**config.mk**
```make
export PLATFORM = sky130hd
export DESIGN_NAME = cipher_stream_ctrl_flat
export DESIGN_NICKNAME = d
export VERILOG_FILES = /design/src/rtl/cipher_stream_ctrl_pkg.sv /design/src/rtl/cipher_stream_ctrl_if.sv /design/src/rtl/cipher_stream_ctrl_char_unit.sv /design/src/rtl/cipher_stream_ctrl.sv /design/src/flat_wrapper.sv
export SDC_FILE = /design/constraint.sdc
export NUM_CORES = 1
export LEC_CHECK = 0
export BUFFER_PORTS_ARGS = -buffer_cell sky130_fd_sc_hd__buf_2
export CORE_UTILIZATION = 50
export CTS_CLUSTER_DIAMETER = 30
export DETAILED_ROUTE_END_ITERATION = 10
export MAX_ROUTING_LAYER = met4
export PLACE_DENSITY = 0.72
export SLEW_MARGIN = 20
export SYNTH_ARGS = -nofsm -noshare
export SYNTH_HDL_FRONTEND = slang
export SYNTH_SLANG_ARGS = --single-unit
export TNS_END_PERCENT = 30
```
**constraint.sdc**
```tcl
create_clock -name clk -period 5.3 [get_ports clk]
set_clock_uncertainty 0.05 [all_clocks]
set_input_delay 0.265 -clock clk [delete_from_list [all_inputs] [get_ports clk]]
set_output_delay 0.265 -clock clk [all_outputs]
set_load 0.05 [all_outputs]
```
**src/rtl/cipher_stream_ctrl_pkg.sv**
```systemverilog
// Shared constants, enums and helpers for the cipher stream controller.
package cipher_stream_ctrl_pkg;

  localparam int P_MOD = 227;

  localparam logic [1:0] MODE_ENC = 2'b01;
  localparam logic [1:0] MODE_DEC = 2'b10;

  // Plaintext alphabet accepted in encrypt mode ('a'..'z').
  localparam logic [7:0] LC_A = 8'h61;
  localparam logic [7:0] LC_Z = 8'h7A;

  typedef enum logic [1:0] {
    ERR_NONE = 2'b00,
    ERR_CHAR = 2'b01,
    ERR_CFG  = 2'b10,
    ERR_LEN  = 2'b11
  } err_code_e;

  typedef enum logic [2:0] {
    ST_IDLE  = 3'd0,
    ST_RUN   = 3'd1,
    ST_DRAIN = 3'd2,
    ST_DONE  = 3'd3,
    ST_ERROR = 3'd4
  } state_e;

  // A start request is usable only with a known mode and a key inside the field.
  function automatic logic cfg_ok(input logic [1:0] mode, input logic [7:0] key);
    return ((mode == MODE_ENC) || (mode == MODE_DEC)) && ({1'b0, key} < 9'(P_MOD));
  endfunction

endpackage

```
**src/rtl/cipher_stream_ctrl_if.sv**
```systemverilog
// Host-side bundle for the cipher stream controller.
// Handshakes: a transfer happens on a rising edge where valid && ready are both 1;
// valid never depends on ready, and once out_valid is raised the payload
// (out_data/out_last) is held until that transfer completes.
interface cipher_stream_ctrl_if #(
  parameter int MAX_LEN = 32,
  parameter int CNT_W   = $clog2(MAX_LEN + 1)
);
  import cipher_stream_ctrl_pkg::*;

  logic             start;
  logic             abort;
  logic [1:0]       mode;
  logic [7:0]       key;
  logic             in_valid;
  logic [7:0]       in_data;
  logic             in_last;
  logic             in_ready;
  logic             out_valid;
  logic [7:0]       out_data;
  logic             out_last;
  logic             out_ready;
  logic             busy;
  logic             done;
  logic             err;
  logic [1:0]       err_code;
  logic [CNT_W-1:0] char_count;
  state_e           state_dbg;

  modport master (
    output start, abort, mode, key, in_valid, in_data, in_last, out_ready,
    input  in_ready, out_valid, out_data, out_last, busy, done, err, err_code,
           char_count, state_dbg
  );

  modport slave (
    input  start, abort, mode, key, in_valid, in_data, in_last, out_ready,
    output in_ready, out_valid, out_data, out_last, busy, done, err, err_code,
           char_count, state_dbg
  );

endinterface

```
**src/rtl/cipher_stream_ctrl_char_unit.sv**
```systemverilog
// Combinational per-character cipher: modular add (encrypt) or subtract
// (decrypt) by the key, plus the legality check for the incoming char.
module cipher_char_unit
  import cipher_stream_ctrl_pkg::*;
(
  input  logic [1:0] mode,
  input  logic [7:0] key,
  input  logic [7:0] char_in,
  output logic [7:0] result,
  output logic       char_ok
);

  logic [8:0] c9;
  logic [8:0] k9;
  logic [8:0] sum9;
  logic [8:0] res9;

  // 9-bit intermediates keep the carry of char+key before the modular fold.
  always_comb begin
    c9      = {1'b0, char_in};
    k9      = {1'b0, key};
    sum9    = c9 + k9;
    res9    = '0;
    char_ok = 1'b0;
    if (mode == MODE_ENC) begin
      char_ok = (char_in >= LC_A) && (char_in <= LC_Z);
      res9    = (sum9 >= 9'(P_MOD)) ? (sum9 - 9'(P_MOD)) : sum9;
    end else if (mode == MODE_DEC) begin
      char_ok = (c9 < 9'(P_MOD));
      res9    = (c9 >= k9) ? (c9 - k9) : (c9 + 9'(P_MOD) - k9);
    end
    result = 8'(res9);
  end

endmodule

```
**src/rtl/cipher_stream_ctrl.sv**
```systemverilog
// Message sequencer: latches mode/key on start, streams chars through the
// cipher unit into a one-entry output register, frames on in_last, and
// reports char/config/length faults through a sticky error code.
module cipher_stream_ctrl
  import cipher_stream_ctrl_pkg::*;
#(
  parameter int MAX_LEN = 32
) (
  input  logic                 clk,
  input  logic                 rst_n,
  cipher_stream_ctrl_if.slave  bus
);

  localparam int CNT_W = $clog2(MAX_LEN + 1);

  state_e           state_q, state_d;
  logic [1:0]       mode_q;
  logic [7:0]       key_q;
  logic [CNT_W-1:0] count_q;
  logic             out_valid_q;
  logic [7:0]       out_data_q;
  logic             out_last_q;
  logic             err_q;
  err_code_e        err_code_q;

  logic       cfg_good;
  logic       start_hon;
  logic       in_ready;
  logic       accept;
  logic       out_fire;
  logic [7:0] cipher_res;
  logic       char_ok;
  logic       char_err;
  logic       len_err;
  logic       load_out;

  cipher_char_unit u_char (
    .mode    (mode_q),
    .key     (key_q),
    .char_in (bus.in_data),
    .result  (cipher_res),
    .char_ok (char_ok)
  );

  // Handshake qualifiers; a new char may enter while the held one leaves.
  always_comb begin
    cfg_good  = cfg_ok(bus.mode, bus.key);
    start_hon = bus.start && !bus.abort &&
                ((state_q == ST_IDLE) || (state_q == ST_ERROR));
    in_ready  = (state_q == ST_RUN) && (!out_valid_q || bus.out_ready);
    accept    = bus.in_valid && in_ready;
    out_fire  = out_valid_q && bus.out_ready;
  end

  // Next-state and datapath strobes; abort overrides everything else.
  always_comb begin
    state_d  = state_q;
    char_err = 1'b0;
    len_err  = 1'b0;
    load_out = 1'b0;
    case (state_q)
      ST_IDLE, ST_ERROR: begin
        if (bus.start) state_d = cfg_good ? ST_RUN : ST_ERROR;
      end
      ST_RUN: begin
        if (accept) begin
          if (!char_ok) begin
            char_err = 1'b1;
            state_d  = ST_ERROR;
          end else if ((count_q == CNT_W'(MAX_LEN)) && !bus.in_last) begin
            len_err = 1'b1;
            state_d = ST_ERROR;
          end else begin
            load_out = 1'b1;
            if (bus.in_last) state_d = ST_DRAIN;
          end
        end
      end
      ST_DRAIN: begin
        if (out_fire) state_d = ST_DONE;
      end
      ST_DONE: state_d = ST_IDLE;
      default: state_d = ST_IDLE;
    endcase
    if (bus.abort) begin
      state_d  = ST_IDLE;
      char_err = 1'b0;
      len_err  = 1'b0;
      load_out = 1'b0;
    end
  end

  // State register.
  always_ff @(posedge clk or negedge rst_n) begin
    if (!rst_n) state_q <= ST_IDLE;
    else        state_q <= state_d;
  end

  // Config latch, char counter, output register and sticky error.
  always_ff @(posedge clk or negedge rst_n) begin
    if (!rst_n) begin
      mode_q      <= '0;
      key_q       <= '0;
      count_q     <= '0;
      out_valid_q <= 1'b0;
      out_data_q  <= 8'h00;
      out_last_q  <= 1'b0;
      err_q       <= 1'b0;
      err_code_q  <= ERR_NONE;
    end else if (bus.abort) begin
      out_valid_q <= 1'b0;
      out_last_q  <= 1'b0;
      count_q     <= '0;
      err_q       <= 1'b0;
      err_code_q  <= ERR_NONE;
    end else begin
      if (start_hon) begin
        mode_q  <= bus.mode;
        key_q   <= bus.key;
        count_q <= '0;
        if (cfg_good) begin
          err_q      <= 1'b0;
          err_code_q <= ERR_NONE;
        end else begin
          err_q      <= 1'b1;
          err_code_q <= ERR_CFG;
        end
      end
      if (char_err) begin
        err_q      <= 1'b1;
        err_code_q <= ERR_CHAR;
      end
      if (len_err) begin
        err_q      <= 1'b1;
        err_code_q <= ERR_LEN;
      end
      // Entering or sitting in ERROR discards any pending output.
      if (state_d == ST_ERROR) begin
        out_valid_q <= 1'b0;
        out_last_q  <= 1'b0;
      end else if (load_out) begin
        out_valid_q <= 1'b1;
        out_data_q  <= cipher_res;
        out_last_q  <= bus.in_last;
        count_q     <= count_q + CNT_W'(1);
      end else if (out_fire) begin
        out_valid_q <= 1'b0;
        out_last_q  <= 1'b0;
      end
    end
  end

  assign bus.in_ready   = in_ready;
  assign bus.out_valid  = out_valid_q;
  assign bus.out_data   = out_data_q;
  assign bus.out_last   = out_last_q;
  assign bus.busy       = (state_q == ST_RUN) || (state_q == ST_DRAIN);
  assign bus.done       = (state_q == ST_DONE);
  assign bus.err        = err_q;
  assign bus.err_code   = err_code_q;
  assign bus.char_count = count_q;
  assign bus.state_dbg  = state_q;

endmodule
```
**src/flat_wrapper.sv**
```systemverilog
// flat-port wrapper written by rule: the top's interface ports become plain ports
module cipher_stream_ctrl_flat import cipher_stream_ctrl_pkg::*;
#(
  parameter int MAX_LEN = 32
)
  (clk, rst_n, bus_start, bus_abort, bus_mode, bus_key, bus_in_valid, bus_in_data, bus_in_last, bus_out_ready, bus_in_ready, bus_out_valid, bus_out_data, bus_out_last, bus_busy, bus_done, bus_err, bus_err_code, bus_char_count, bus_state_dbg);
  cipher_stream_ctrl_if #(.MAX_LEN(MAX_LEN)) bus_i ();
  input  logic clk;
  input  logic rst_n;
  input wire logic [$bits(bus_i.start)-1:0] bus_start;
  input wire logic [$bits(bus_i.abort)-1:0] bus_abort;
  input wire logic [$bits(bus_i.mode)-1:0] bus_mode;
  input wire logic [$bits(bus_i.key)-1:0] bus_key;
  input wire logic [$bits(bus_i.in_valid)-1:0] bus_in_valid;
  input wire logic [$bits(bus_i.in_data)-1:0] bus_in_data;
  input wire logic [$bits(bus_i.in_last)-1:0] bus_in_last;
  input wire logic [$bits(bus_i.out_ready)-1:0] bus_out_ready;
  output wire logic [$bits(bus_i.in_ready)-1:0] bus_in_ready;
  output wire logic [$bits(bus_i.out_valid)-1:0] bus_out_valid;
  output wire logic [$bits(bus_i.out_data)-1:0] bus_out_data;
  output wire logic [$bits(bus_i.out_last)-1:0] bus_out_last;
  output wire logic [$bits(bus_i.busy)-1:0] bus_busy;
  output wire logic [$bits(bus_i.done)-1:0] bus_done;
  output wire logic [$bits(bus_i.err)-1:0] bus_err;
  output wire logic [$bits(bus_i.err_code)-1:0] bus_err_code;
  output wire logic [$bits(bus_i.char_count)-1:0] bus_char_count;
  output wire logic [$bits(bus_i.state_dbg)-1:0] bus_state_dbg;
  assign bus_i.start = bus_start;
  assign bus_i.abort = bus_abort;
  assign bus_i.mode = bus_mode;
  assign bus_i.key = bus_key;
  assign bus_i.in_valid = bus_in_valid;
  assign bus_i.in_data = bus_in_data;
  assign bus_i.in_last = bus_in_last;
  assign bus_i.out_ready = bus_out_ready;
  assign bus_in_ready = bus_i.in_ready;
  assign bus_out_valid = bus_i.out_valid;
  assign bus_out_data = bus_i.out_data;
  assign bus_out_last = bus_i.out_last;
  assign bus_busy = bus_i.busy;
  assign bus_done = bus_i.done;
  assign bus_err = bus_i.err;
  assign bus_err_code = bus_i.err_code;
  assign bus_char_count = bus_i.char_count;
  assign bus_state_dbg = bus_i.state_dbg;
  cipher_stream_ctrl #(.MAX_LEN(MAX_LEN)) u_core (.clk(clk), .rst_n(rst_n), .bus(bus_i));
endmodule
```
# After elaboration in Yosys (flattened, before gate mapping)
# Cells that the tools add are included.
# op_classes
n_reduce_logical	21
n_shift	0
multipliers	0
n_div	0
eq_ne	10
n_bitwise	2
n_lt_le_gt_ge	6
mux	50
add_sub_neg	6
# ops
operator	count
2-to-1 mux 8 bit	4
2-to-1 mux 1 bit	28
2-to-1 mux 3 bit	8
2-to-1 mux 6 bit	4
< comparator 8 bit (second input constant)	2
subtractor 8 bit	2
2-to-1 mux 2 bit	5
adder 8 x 8 -> 9 bit	1
greater-or-equal comparator 9 x 8 -> 1 bit (second input constant)	1
one-hot mux 3 bit (3 select lines)	1
adder 8 bit (second input constant)	1
greater-or-equal comparator 8 x 7 -> 1 bit (second input constant)	1
greater-or-equal comparator 8 bit	1
<= comparator 8 x 7 -> 1 bit (second input constant)	1
logical AND 1 bit	8
nonzero test 4 bit	2
subtractor 8 bit (second input constant)	1
adder 6 x 1 -> 6 bit (second input constant)	1
equality test 3 x 2 -> 1 bit (second input constant)	2
equality test 3 bit (second input constant)	2
equality test 6 bit (second input constant)	1
equality test 2 x 1 -> 1 bit (second input constant)	2
equality test 2 bit (second input constant)	2
logical OR 1 bit	4
7 further kinds	10
# totals
mem_bits_ro	0
latch_bits	0
wordCells	104
out_inout_bits	25
regBits	32
mem_bits_rw	0
inputBits	25
memories	0

# Depth between registers and ports, before layout
# Gate-level depths: netlist (run 1).
# depth
depth_word	10
ltp_mapped	12
depth_no_buf	12

# Modules after synthesis
# A second synthesis (run 1) with hierarchy kept.
# hier_totals
hier_cells	363
hier_area_um2	3289.4
# by_module_without_submodules
mod	area_per_inst_um2	seq_area_each_um2	instances	cells_each
cipher_char_unit	1692.9	0.0	1	221
cipher_stream_ctrl	1596.5	800.8	1	142

# Worst setup path after synthesis (run 1)
# Ideal clock, no wire load.
# synth_path
path_type	register to register
from	register u_core.key_q[0]
to	register u_core.out_data_q[5], in the netlist u_core.bus.out_data[5]
setup_slack_ns	2.702
t_arrival_ns	2.479
stages_incl_launch_ff	11
path_buffers	0
t_required_ns	5.181
period_less_slack_ns	2.598
setup_time_ns	0.069
cell_sequence	dfrtp_1 ha_1 inv_1 fa_1 o21bai_4 a21oi_1 xnor2_1 nor4_1 o31a_4 or4_1 nand3_1
# synth_via
elab_chain_cells	4
elab_cells_between_ends	10
classes_between	add/sub (4); order compare (2); mux (4)
# synth_rtl
item	line_no	source
start, declared	cipher_stream_ctrl.sv:18	logic [7:0] key_q;
start signal, assigned	cipher_stream_ctrl.sv:119	key_q <= bus.key;
adder 8 x 8 -> 9 bit, or another cell as far along	cipher_stream_ctrl_char_unit.sv:22	sum9 = c9 + k9;
subtractor 8 bit, or another cell as far along	cipher_stream_ctrl_char_unit.sv:27	res9 = (sum9 >= 9'(P_MOD)) ? (sum9 - 9'(P_MOD)) : sum9;
2-to-1 mux 8 bit, on equally long branches	cipher_stream_ctrl_char_unit.sv:27, cipher_stream_ctrl_char_unit.sv:28	
2-to-1 mux 8 bit (*)	cipher_stream_ctrl_char_unit.sv:25	if (mode == MODE_ENC) begin
end signal, assigned	cipher_stream_ctrl.sv:143	out_data_q <= cipher_res;
end, declared	cipher_stream_ctrl.sv:21	logic [7:0] out_data_q;
# Mark *: on every way between the ends. The rest lies on a longest branch, timed or not.
# A chain may end at the register's enable or synchronous reset.

# Worst setup path after layout (run 1)
# layout_path
from	register u_core.key_q[0]
to	register u_core.out_data_q[4], in the netlist u_core.bus.out_data[4]
# Same word-level chain as after synthesis.

==> impl_metrics.csv, run 1 <==
group,metric,value,unit
setup_path,cp.depth,10,
floorplan,initial_core_util,0.523,
global_route,grt_max_degree,33,
detailed_routing,ant_nets,0,
floorplan,dieArea,6580,um^2
cells_and_area,fin_util,0.585,
setup_path,worst_path_dominant_cell_family,"compound AO/OA/AOI/OAI gates",
floorplan,dieHeight,81.1,um
logic_synthesis,synth-edff-count,0,
clock_tree,cts_resized,0,
setup_path,reg2regPathDepth,10,
detailed_routing,drtIter0Drc,203,
logic_synthesis,yosysUniqueCellTypes,72,
global_route,grt_remaining_overflow,0,
timing,hold_viol,0,
outcome,outcome,"finished clean",
logic_synthesis,synth_fa_ha_area_frac,0.154,
logic_synthesis,synth_compound_area_frac,0.234,
logic_synthesis,synth_top_family_by_area,"compound AO/OA/AOI/OAI gates",
logic_synthesis,syn_nets,414,
logic_synthesis,ys_warn_count,0,
floorplan,io_pins,50,
logic_synthesis,ys_seq_elements,32,
power,power_leakage,1.61,nW
timing,rsz0062_at_grt,"no",
timing,worst_slack,2200,ps
setup_path,max_stage_delay,730,ps
setup_path,cp-end-kind,"flop",
detailed_routing,wl_per_cell,16.5,um
logic_synthesis,synth_simple_gate_area_frac,0.214,
timing,slew_violations,0,
clock_tree,clk_latency,280,ps
place,port-buffer-count,49,
global_route,grt_pass1_vias,2661,
clock_tree,cts_tree,"yes",
cells_and_area,diodes,0,
cells_and_area,drive_above_1_share,0.193,
min_path,hold_path_class,"in -> async",
setup_path,arrival,3220,ps
power,peakVddDrop,0.000196,V
setup_path,crit_buf_inv,1,
detailed_routing,routed_wl,7.81,mm
clock_tree,holdBufCountCts,0,
logic_synthesis,synth.avg_cell_area,8.85,um^2
setup_path,start_kind,"flop",
logic_synthesis,synth_xor_area_frac,0.0451,
clock_tree,post-cts-setup-buffer-count,0,
place,hpwl,6.11,mm
clock_tree,cts_num_sinks,32,
logic_synthesis,seq_area_frac_synth,0.256,
job,cap_violations,0,
place,post-place-ws,2150,ps
timing,worst_pin_slew,935,ps
floorplan,core_area,5990,um^2
global_route,grt_use_total,0.260,
floorplan,die_x,81.1,um
setup_path,path_cells,"ha_1 -> inv_1 -> fa_1 -> a21o_1 -> a221o_1 -> o22ai_1 -> nor2_1 -> a31o_2 -> a22oi_1 -> nand3b_1",
clock_tree,clk_path_buf_depth,2,
cells_and_area,syn2layout_area_growth,11.9,%
clock_tree,htree_num_levels,2,
timing,setup_tns,0,ps
clock_tree,cts_made_buffers,5,
setup_path,path_max_fanout,12,
setup_path,required,5420,ps
logic_synthesis,netlist_area,3130,um^2
timing,setup_viol,0,
setup_path,cp_slowest_cell,"o22ai_1",
cells_and_area,final_nets,458,
detailed_routing,drc,0,
logic_synthesis,ys.flop_type,"dfrtp_1",
timing,fin_crit_sh,0.585,
clock_tree,clk_pin_slew,70,ps
place,routabilityCongestion,0.956,
logic_synthesis,synth_cells,354,
clock_tree,cts_root_buf,"clkbuf_8",
detailed_routing,drt-pass1-iter-count,5,
global_route,grt_pass1_wl,12.5,mm
logic_synthesis,synthArstFlopShare,1.00,
logic_synthesis,muxShareOfSynthArea,0.0340,
power,cellPowerDensity,345,nW/um^2
detailed_routing,vias,2811,
detailed_routing,viasPerCell,5.93,
floorplan,rows,28,
setup_path,critPathKind,"reg -> reg",
global_route,antenna_found_initial,0,
timing,max_freq,323,MHz
timing,period_minus_slack,3100,ps
timing,timing.slew.headroom,0.376,
-- final cells by class --
type | count | area [um^2]
timing repair buffer | 49 | 245
clock inverter | 2 | 35.0
tap | 75 | 93.8
fill | 541 | 2490
multi-input combinational | 278 | 2130
inverter | 32 | 123
clock buffer | 6 | 72.6
sequential | 32 | 801
-- cells in the mapped netlist (all sizes together) (6+ instances only) --
library cell,n,area share
buf,8,0.019
a21oi,16,0.026
nor2b,7,0.014
o21ai,21,0.035
fa,6,0.038
o211ai,10,0.026
nand3,12,0.021
nor2,27,0.032
nor3,8,0.013
inv,32,0.039
nand2,24,0.029
nand2b,11,0.022
dfrtp,32,0.26
ha,29,0.12
xnor2,9,0.031
-- cells in the final DEF (no fill, tap or decap), types with 4 or more instances in the layout --
cell / n
mux2i_1: 5
o211ai_1: 9
buf_2: 49
o31ai_1: 5
nor3b_1: 4
nand3_1: 11
a22oi_1: 5
nor2b_1: 7
nand2_1: 24
mux2_2: 5
nor2_1: 27
xor2_1: 5
nor3_1: 8
ha_1: 29
clkbuf_8: 5
fa_1: 6
xnor2_1: 8
inv_1: 31
dfrtp_1: 32
a21oi_1: 16
nand2b_1: 11
o21ai_0: 19
or3_1: 4
-- final timing paths --
| kind | slack [ps] | startpoint | to |
|---|---|---|---|
| worst max-delay path | 2200 | u_core.key_q[0] | u_core.bus.out_data[4] |
| worst min-delay path | 2 | rst_n | u_core.key_q[0] |
| worst max register to register | 2200 | u_core.key_q[0] | u_core.bus.out_data[4] |
| worst min register to register | 450 | u_core.bus.out_data[6] | u_core.bus.out_data[6] |
| max in group asynchronous | 4720 | rst_n | u_core.bus.out_data[7] |
| min in group clk | 150 | bus_key[2] | u_core.key_q[2] |
-- routing by layer --
metal	part of all wire	up-vias	global-route usage
li1	-	1375	-
met1	0.46	1322	0.345
met2	0.46	97	0.403
met3	0.053	17	0.0404
met4	0.021	0	0.0911
met5	0	-	-
-- registers in the layout (all words and copies together) (netlist names) --
signal / flops
u_core.bus.out_valid: 1
u_core.bus.err: 1
u_core.bus.err_code: 2
u_core.mode_q: 2
u_core.bus.char_count: 6
u_core.key_q: 8
u_core.bus.out_data: 8
u_core.bus.state_dbg: 3
u_core.bus.out_last: 1
-- metrics by stage --
step | area [um^2] | hold slack, ps | cells | power [W]
6_report | 3500 | 2.43 | 474 | 0.00121
5_1_grt | 3500 | 66.3 | 474 | 0.00129
4_1_cts | 3500 | 35.4 | 474 | 0.00121
3_5_place_dp | 3400 | 344 | 466 | 0.000969
3_3_place_gp | 3400 | 314 | 466 | 0.000958
2_1_floorplan | 3130 | -80.6 | 354 | 0.000822
-- kinds of logic (layout without fill, tap and decap cells) --
kind of cell             Yosys count  in the layout
buffers and inverters             44             89
AO/OA/AOI/OAI                     95             95
AND/OR/NAND/NOR                  124            124
XOR/XNOR                          14             14
adder cells (fa/ha/maj)           35             35
flip-flops                        32             32
multiplexers                      10             10
-- power by group --
group	internal (W)	leakage, nW	switching [W]	total (W)
clock network	0.000140	0.0552	0.0000949	0.000234
registers	0.000278	0.424	0.0000236	0.000301
logic	0.000250	1.13	0.000422	0.000672
total	0.000668	1.61	0.000540	0.00121
(Power assumes the default switching activity.)
==> run 2, diff against run 1 <==
==> constraint.sdc (replaced) <==
create_clock -name clk -period 3 [get_ports clk]
set_clock_uncertainty 0.05 [all_clocks]
set_input_delay 0.15 -clock clk [delete_from_list [all_inputs] [get_ports clk]]
set_output_delay 0.15 -clock clk [all_outputs]
set_load 0.05 [all_outputs]
==> impl_metrics.csv, run 2 (synthesis results as in run 1) <==
group,metric,value,unit
place,port-buffer-count,49,
timing,slew_violations,0,
setup_path,worst_path_dominant_cell_family,"compound AO/OA/AOI/OAI gates",
min_path,hold_path_class,"in -> reg",
place,hpwl,6.24,mm
setup_path,rrSetupSlack,230,ps
floorplan,dieHeight,81.1,um
place,post_dp_cell_area,3440,um^2
setup_path,cp.depth,9,
detailed_routing,viasPerCell,5.96,
clock_tree,cts_num_sinks,32,
setup_path,start_kind,"flop",
detailed_routing,wl_per_cell,16.7,um
cells_and_area,diodes,0,
cells_and_area,post_layout_nonfiller_instances,479,
cells_and_area,drive_above_1_share,0.208,
timing,timing.slew.headroom,0.485,
global_route,antenna_found_initial,0,
floorplan,rows,28,
timing,worst_pin_slew,772,ps
global_route,grt_pass1_wl,13.0,mm
global_route,grt_max_degree,33,
power,peakVddDrop,0.000384,V
setup_path,crit_buf_inv,2,
setup_path,cp-end-kind,"flop",
global_route,grt_use_total,0.271,
timing,fin_crit_sh,0.925,
setup_path,path_cells,"inv_1 -> ha_2 -> inv_4 -> a2111oi_1 -> mux2_2 -> o21ai_2 -> o31a_4 -> or4_1 -> nand3_1",
setup_path,arrival,2950,ps
cells_and_area,syn2layout_area_growth,14.5,%
clock_tree,cts_root_buf,"clkbuf_8",
setup_path,critPathKind,"reg -> reg",
setup_path,required,3180,ps
detailed_routing,drc,0,
clock_tree,clk_latency,290,ps
timing,hold_viol,0,
clock_tree,clk_pin_slew,70,ps
floorplan,initial_core_util,0.523,
cells_and_area,final_cell_mix,"buf_2 (49), dfrtp_1 (32), inv_1 (31)",
clock_tree,cts_tree,"yes",
floorplan,io_pins,50,
timing,max_freq,360,MHz
detailed_routing,ant_nets,0,
place,post-place-cells,470,
clock_tree,post-cts-setup-buffer-count,0,
global_route,grt_remaining_overflow,0,
detailed_routing,drtIter0Drc,215,
cells_and_area,final_nets,463,
clock_tree,cts_made_buffers,5,
place,routabilityCongestion,0.919,
detailed_routing,vias,2855,
setup_path,reg2regPathDepth,9,
setup_path,cp_slowest_cell,"or4_1",
floorplan,dieArea,6580,um^2
setup_path,path_max_fanout,10,
outcome,outcome,"finished clean",
timing,period_minus_slack,2770,ps
detailed_routing,drt-pass1-iter-count,4,
min_path,whs_path_depth,3,
floorplan,core_area,5990,um^2
cells_and_area,layout_commonest_cell,"buf_2",
clock_tree,clk_path_buf_depth,2,
power,power_leakage,1.65,nW
clock_tree,htree_num_levels,2,
setup_path,max_stage_delay,470,ps
floorplan,die_x,81.1,um
power,cellPowerDensity,619,nW/um^2
cells_and_area,fillerInstances,541,
cells_and_area,stdcell_area,3590,um^2
detailed_routing,routed_wl,8.00,mm
timing,setup_viol,0,
global_route,grt_pass1_vias,2737,
job,cap_violations,0,
==> run 2: cell types whose count changed in the layout (fill, tap and decap cells not counted), sizes merged <==
| cell | change |
|---|---|
| clkinv | -1 |
| clkbuf | +1 |
| dlygate4sd3 | +1 |
| buf | +4 |
==> run 2: report_power, final <==
| part | total, W | internal (W) | switching [W] | leakage (nW) |
|---|---|---|---|---|
| combinational | 0.00123 | 0.000471 | 0.000760 | 1.17 |
| sequential | 0.000533 | 0.000491 | 0.0000418 | 0.424 |
| clock | 0.000459 | 0.000293 | 0.000166 | 0.0645 |
| total | 0.00222 | 0.00125 | 0.000967 | 1.65 |
==> run 2: path summary, 6_finish.rpt <==
check | from | endpoint
min in group asynchronous | rst_n | u_core.key_q[4]
setup reg to reg | u_core.key_q[4] | u_core.bus.out_data[5]
hold / removal | bus_key[2] | u_core.key_q[2]
max in group asynchronous | rst_n | u_core.bus.err_code[1]
setup / recovery | u_core.key_q[4] | u_core.bus.out_data[5]
hold reg to reg | u_core.bus.out_data[6] | u_core.bus.out_data[6]
==> run 2: per-layer routing <==
layer | GRT usage | wire length, um
met4 | 0.0893 | 142
met2 | 0.429 | 3730
met1 | 0.351 | 3670
met3 | 0.0438 | 449
met5 | - | 0
==> run 2: final cells by class <==
| class | instances | area [um^2] | area share |
|---|---|---|---|
| multi-input combinational | 278 | 2150 | 0.598 |
| sequential | 32 | 801 | 0.223 |
| timing repair buffer | 54 | 298 | 0.0830 |
| inverter | 32 | 123 | 0.0342 |
| clock buffer | 7 | 96.3 | 0.0269 |
| tap | 75 | 93.8 | 0.0262 |
| clock inverter | 1 | 30.0 | 0.00837 |
==> run 2: what timing repair did <==
action	4_1_cts	5_1_grt
setup endpoints to repair	0	3
endpoints found under the hold margin	32	0
gates resized for setup	0	4
hold buffers	1	0
==> run 2: worst register-to-register path, cell delays in order, from the launching register on <==
cell and delay, ps:
dfrtp_1 420, inv_1 90, ha_2 460, inv_4 100, a2111oi_1 360, mux2_2 250
o21ai_2 90, o31a_4 330, or4_1 470, nand3_1 90
==> run 2: stage by stage <==
stage | setup slack, ps | hold slack, ps | utilization | total power [W] | setup TNS (ps)
2_1_floorplan | 402 | -196 | - | 0.00145 | 0
3_3_place_gp | 185 | 224 | 0.574 | 0.00173 | 0
3_5_place_dp | 174 | 217 | 0.574 | 0.00174 | 0
4_1_cts | 153 | 25.0 | 0.597 | 0.00221 | 0
5_1_grt | -11.1 | 31.8 | 0.599 | 0.00236 | -11.1
6_report | 226 | 29.8 | 0.599 | 0.00222 | 0
==> run 3, diff against run 2 <==
--- a/config.mk
+++ b/config.mk
@@ -14,5 +14,6 @@
 export SLEW_MARGIN = 20
 export SYNTH_ARGS = -nofsm -noshare
 export SYNTH_HDL_FRONTEND = slang
+export SYNTH_HIERARCHICAL = 1
 export SYNTH_SLANG_ARGS = --single-unit
 export TNS_END_PERCENT = 30
==> constraint.sdc (replaced) <==
create_clock -name clk -period 3 [get_ports clk]
set_clock_uncertainty 0.05 [all_clocks]
set_input_delay 0.45 -clock clk [delete_from_list [all_inputs] [get_ports clk]]
set_output_delay 0.45 -clock clk [all_outputs]
set_load 0.05 [all_outputs]
==> impl_metrics.csv, run 3 <==
group,metric,value,unit
power,power_leakage,1.93,nW
global_route,grtUsageMet2,0.452,
logic_synthesis,synth_compound_area_frac,0.215,
clock_tree,cts_tree,"yes",
global_route,antenna_found_initial,0,
min_path,hold_path_class,"in -> async",
place,routabilityCongestion,0.922,
global_route,grt_pass1_wl,14.4,mm
logic_synthesis,synth-edff-count,0,
logic_synthesis,synth.avg_cell_area,9.06,um^2
global_route,grt_remaining_overflow,0,
setup_path,path_max_fanout,8,
job,cap_violations,0,
floorplan,core_area,6350,um^2
cells_and_area,layout_commonest_cell,"buf_4",
logic_synthesis,ys.flop_type,"dfrtp_1",
timing,period_minus_slack,2950,ps
logic_synthesis,ys_seq_elements,32,
logic_synthesis,synth_common_cells,"dfrtp_1 (32), inv_1 (32), ha_1 (27)",
clock_tree,clk_latency,280,ps
clock_tree,clk_pin_slew,70,ps
place,port-buffer-count,49,
logic_synthesis,seq_area_frac_synth,0.243,
global_route,grt.busiest_layer,"met2",
logic_synthesis,synth_xor_area_frac,0.0460,
detailed_routing,ant_nets,0,
floorplan,dieHeight,83.1,um
detailed_routing,drtIter0Drc,245,
clock_tree,htree_num_levels,2,
logic_synthesis,muxShareOfSynthArea,0.0833,
cells_and_area,syn2layout_area_growth,26.8,%
logic_synthesis,synth_fa_ha_area_frac,0.136,
floorplan,dieArea,6910,um^2
global_route,grt_pass1_vias,3133,
logic_synthesis,yosys.area.top_type_share,0.243,
setup_path,required,3120,ps
detailed_routing,viasPerCell,5.97,
detailed_routing,drc,0,
logic_synthesis,synthTopCellsByArea,"dfrtp_1 (24%), ha_1 (10%), mux2_2 (6.5%), inv_1 (3.7%), fa_1 (3.0%)",
detailed_routing,drt-pass1-iter-count,6,
logic_synthesis,synth_top_area_cell,"dfrtp_1",
logic_synthesis,netlist_area,3290,um^2
cells_and_area,fin_util,0.657,
timing,worst_pin_slew,717,ps
floorplan,initial_core_util,0.518,
power,cellPowerDensity,601,nW/um^2
global_route,grt_use_total,0.268,
power,peakVddDrop,0.000364,V
clock_tree,cts_root_buf,"clkbuf_8",
setup_path,arrival,3080,ps
timing,timing.slew.headroom,0.522,
timing,rsz0062_at_grt,"yes",
logic_synthesis,synthArstFlopShare,1.00,
logic_synthesis,synth_cells,363,
global_route,grt_max_degree,33,
timing,slew_violations,0,
floorplan,rows,29,
timing,max_freq,339,MHz
cells_and_area,final_nets,522,
clock_tree,clk_path_buf_depth,2,
power,total_power,0.00251,W
global_route,grt_use_met1,0.332,
setup_path,start_kind,"flop",
setup_path,critPathKind,"reg -> reg",
timing,fin_crit_sh,0.985,
timing,hold_viol,0,
logic_synthesis,syn_nets,420,
detailed_routing,routed_wl,8.91,mm
cells_and_area,drive_above_1_share,0.371,
global_route,use_met3,0.0358,
cells_and_area,diodes,0,
clock_tree,holdBufCountCts,0,
clock_tree,cts_num_sinks,32,
outcome,outcome,"finished clean",
detailed_routing,vias,3240,
logic_synthesis,synth_simple_gate_area_frac,0.220,
timing,setup_viol,0,
floorplan,io_pins,50,
logic_synthesis,yosysUniqueCellTypes,80,
logic_synthesis,synth_top_family_by_area,"simple AND/OR/NAND/NOR gates",
cells_and_area,final_cell_mix,"buf_4 (57), buf_2 (49), dfrtp_1 (31)",
clock_tree,cts_made_buffers,5,
place,hpwl,7.10,mm
setup_path,cp-end-kind,"flop",
logic_synthesis,ys_warn_count,6,
floorplan,die_x,83.1,um
detailed_routing,wl_per_cell,16.4,um
## run 3: what timing repair did
item | in CTS | in global routing
pin swaps | 1 | 10
gates resized for setup | 2 | 13
setup buffers | 0 | 4
setup endpoints to repair | 4 | 8
cloned | 0 | 0
## run 3: worst paths after layout
| check | cells past startpoint | slack [ps] | start | to |
|---|---|---|---|---|
| max | 11 | 50 | u_core/key_q[2] | u_core/bus.out_data[0] |
| min | 1 | 160 | rst_n | u_core/bus.out_data[4] |
| max reg2reg | 11 | 50 | u_core/key_q[2] | u_core/bus.out_data[0] |
| min reg2reg | 1 | 460 | u_core/bus.out_data[4] | u_core/bus.out_data[4] |
| max in group asynchronous | 1 | 2230 | rst_n | u_core/key_q[2] |
| min in group clk | 2 | 360 | bus_key[7] | u_core/key_q[7] |
## run 3: logic make-up (layout without fill, tap and decap cells)
logic type                 Yosys count  count (layout)
muxes                               25              25
DFF                                 32              32
and+or+nand+nor                    123             123
adders and majority gates           33              33
AOI/OAI and AO/OA                   93              93
xor gates and xnor gates            13              13
buffers and inverters               44             147
## run 3: stage by stage
stage	cell area, um^2	hold WS [ps]	worst slack [ps]	TNS (ps)	std cells
final	4170	164	45.9	0	543
after global routing	4170	207	-47.2	-88.3	543
after detailed placement	4000	445	-181	-916	531
after global placement	4000	442	-151	-624	531
after CTS	4100	179	4.70	0	539
after floorplan	3320	104	1.80	0	363
## run 3: metal layers
metal	wire, um	vias up	part of all wire
met1	3970	1574	0.45
met3	429	14	0.048
met5	0	-	0
met2	4330	119	0.49
met4	180	0	0.020
li1	-	1533	-
## run 3: area by class of cell
cell class	instances	area (um^2)
multi-input combinational	287	2390
fill	543	2180
sequential	32	802
timing repair buffer	106	673
inverter	33	124
tap	77	96.3
clock buffer	5	68.8
clock inverter	3	18.8
## run 3: power breakdown
part / switching (W) / total (W) / internal, W
clock: 0.000163 / 0.000324 / 0.000161
combinational: 0.000906 / 0.00165 / 0.000742
sequential: 0.0000455 / 0.000534 / 0.000489
## run 3: critical path: stages (launching register included)
cell	delay [ps]
dfrtp_2	450
inv_2	80
ha_4	190
or3b_4	400
and3_4	200
xnor2_4	120
or4_4	440
a31oi_4	330
buf_4	170
o21a_1	100
a21oi_1	40
mux2_2	270
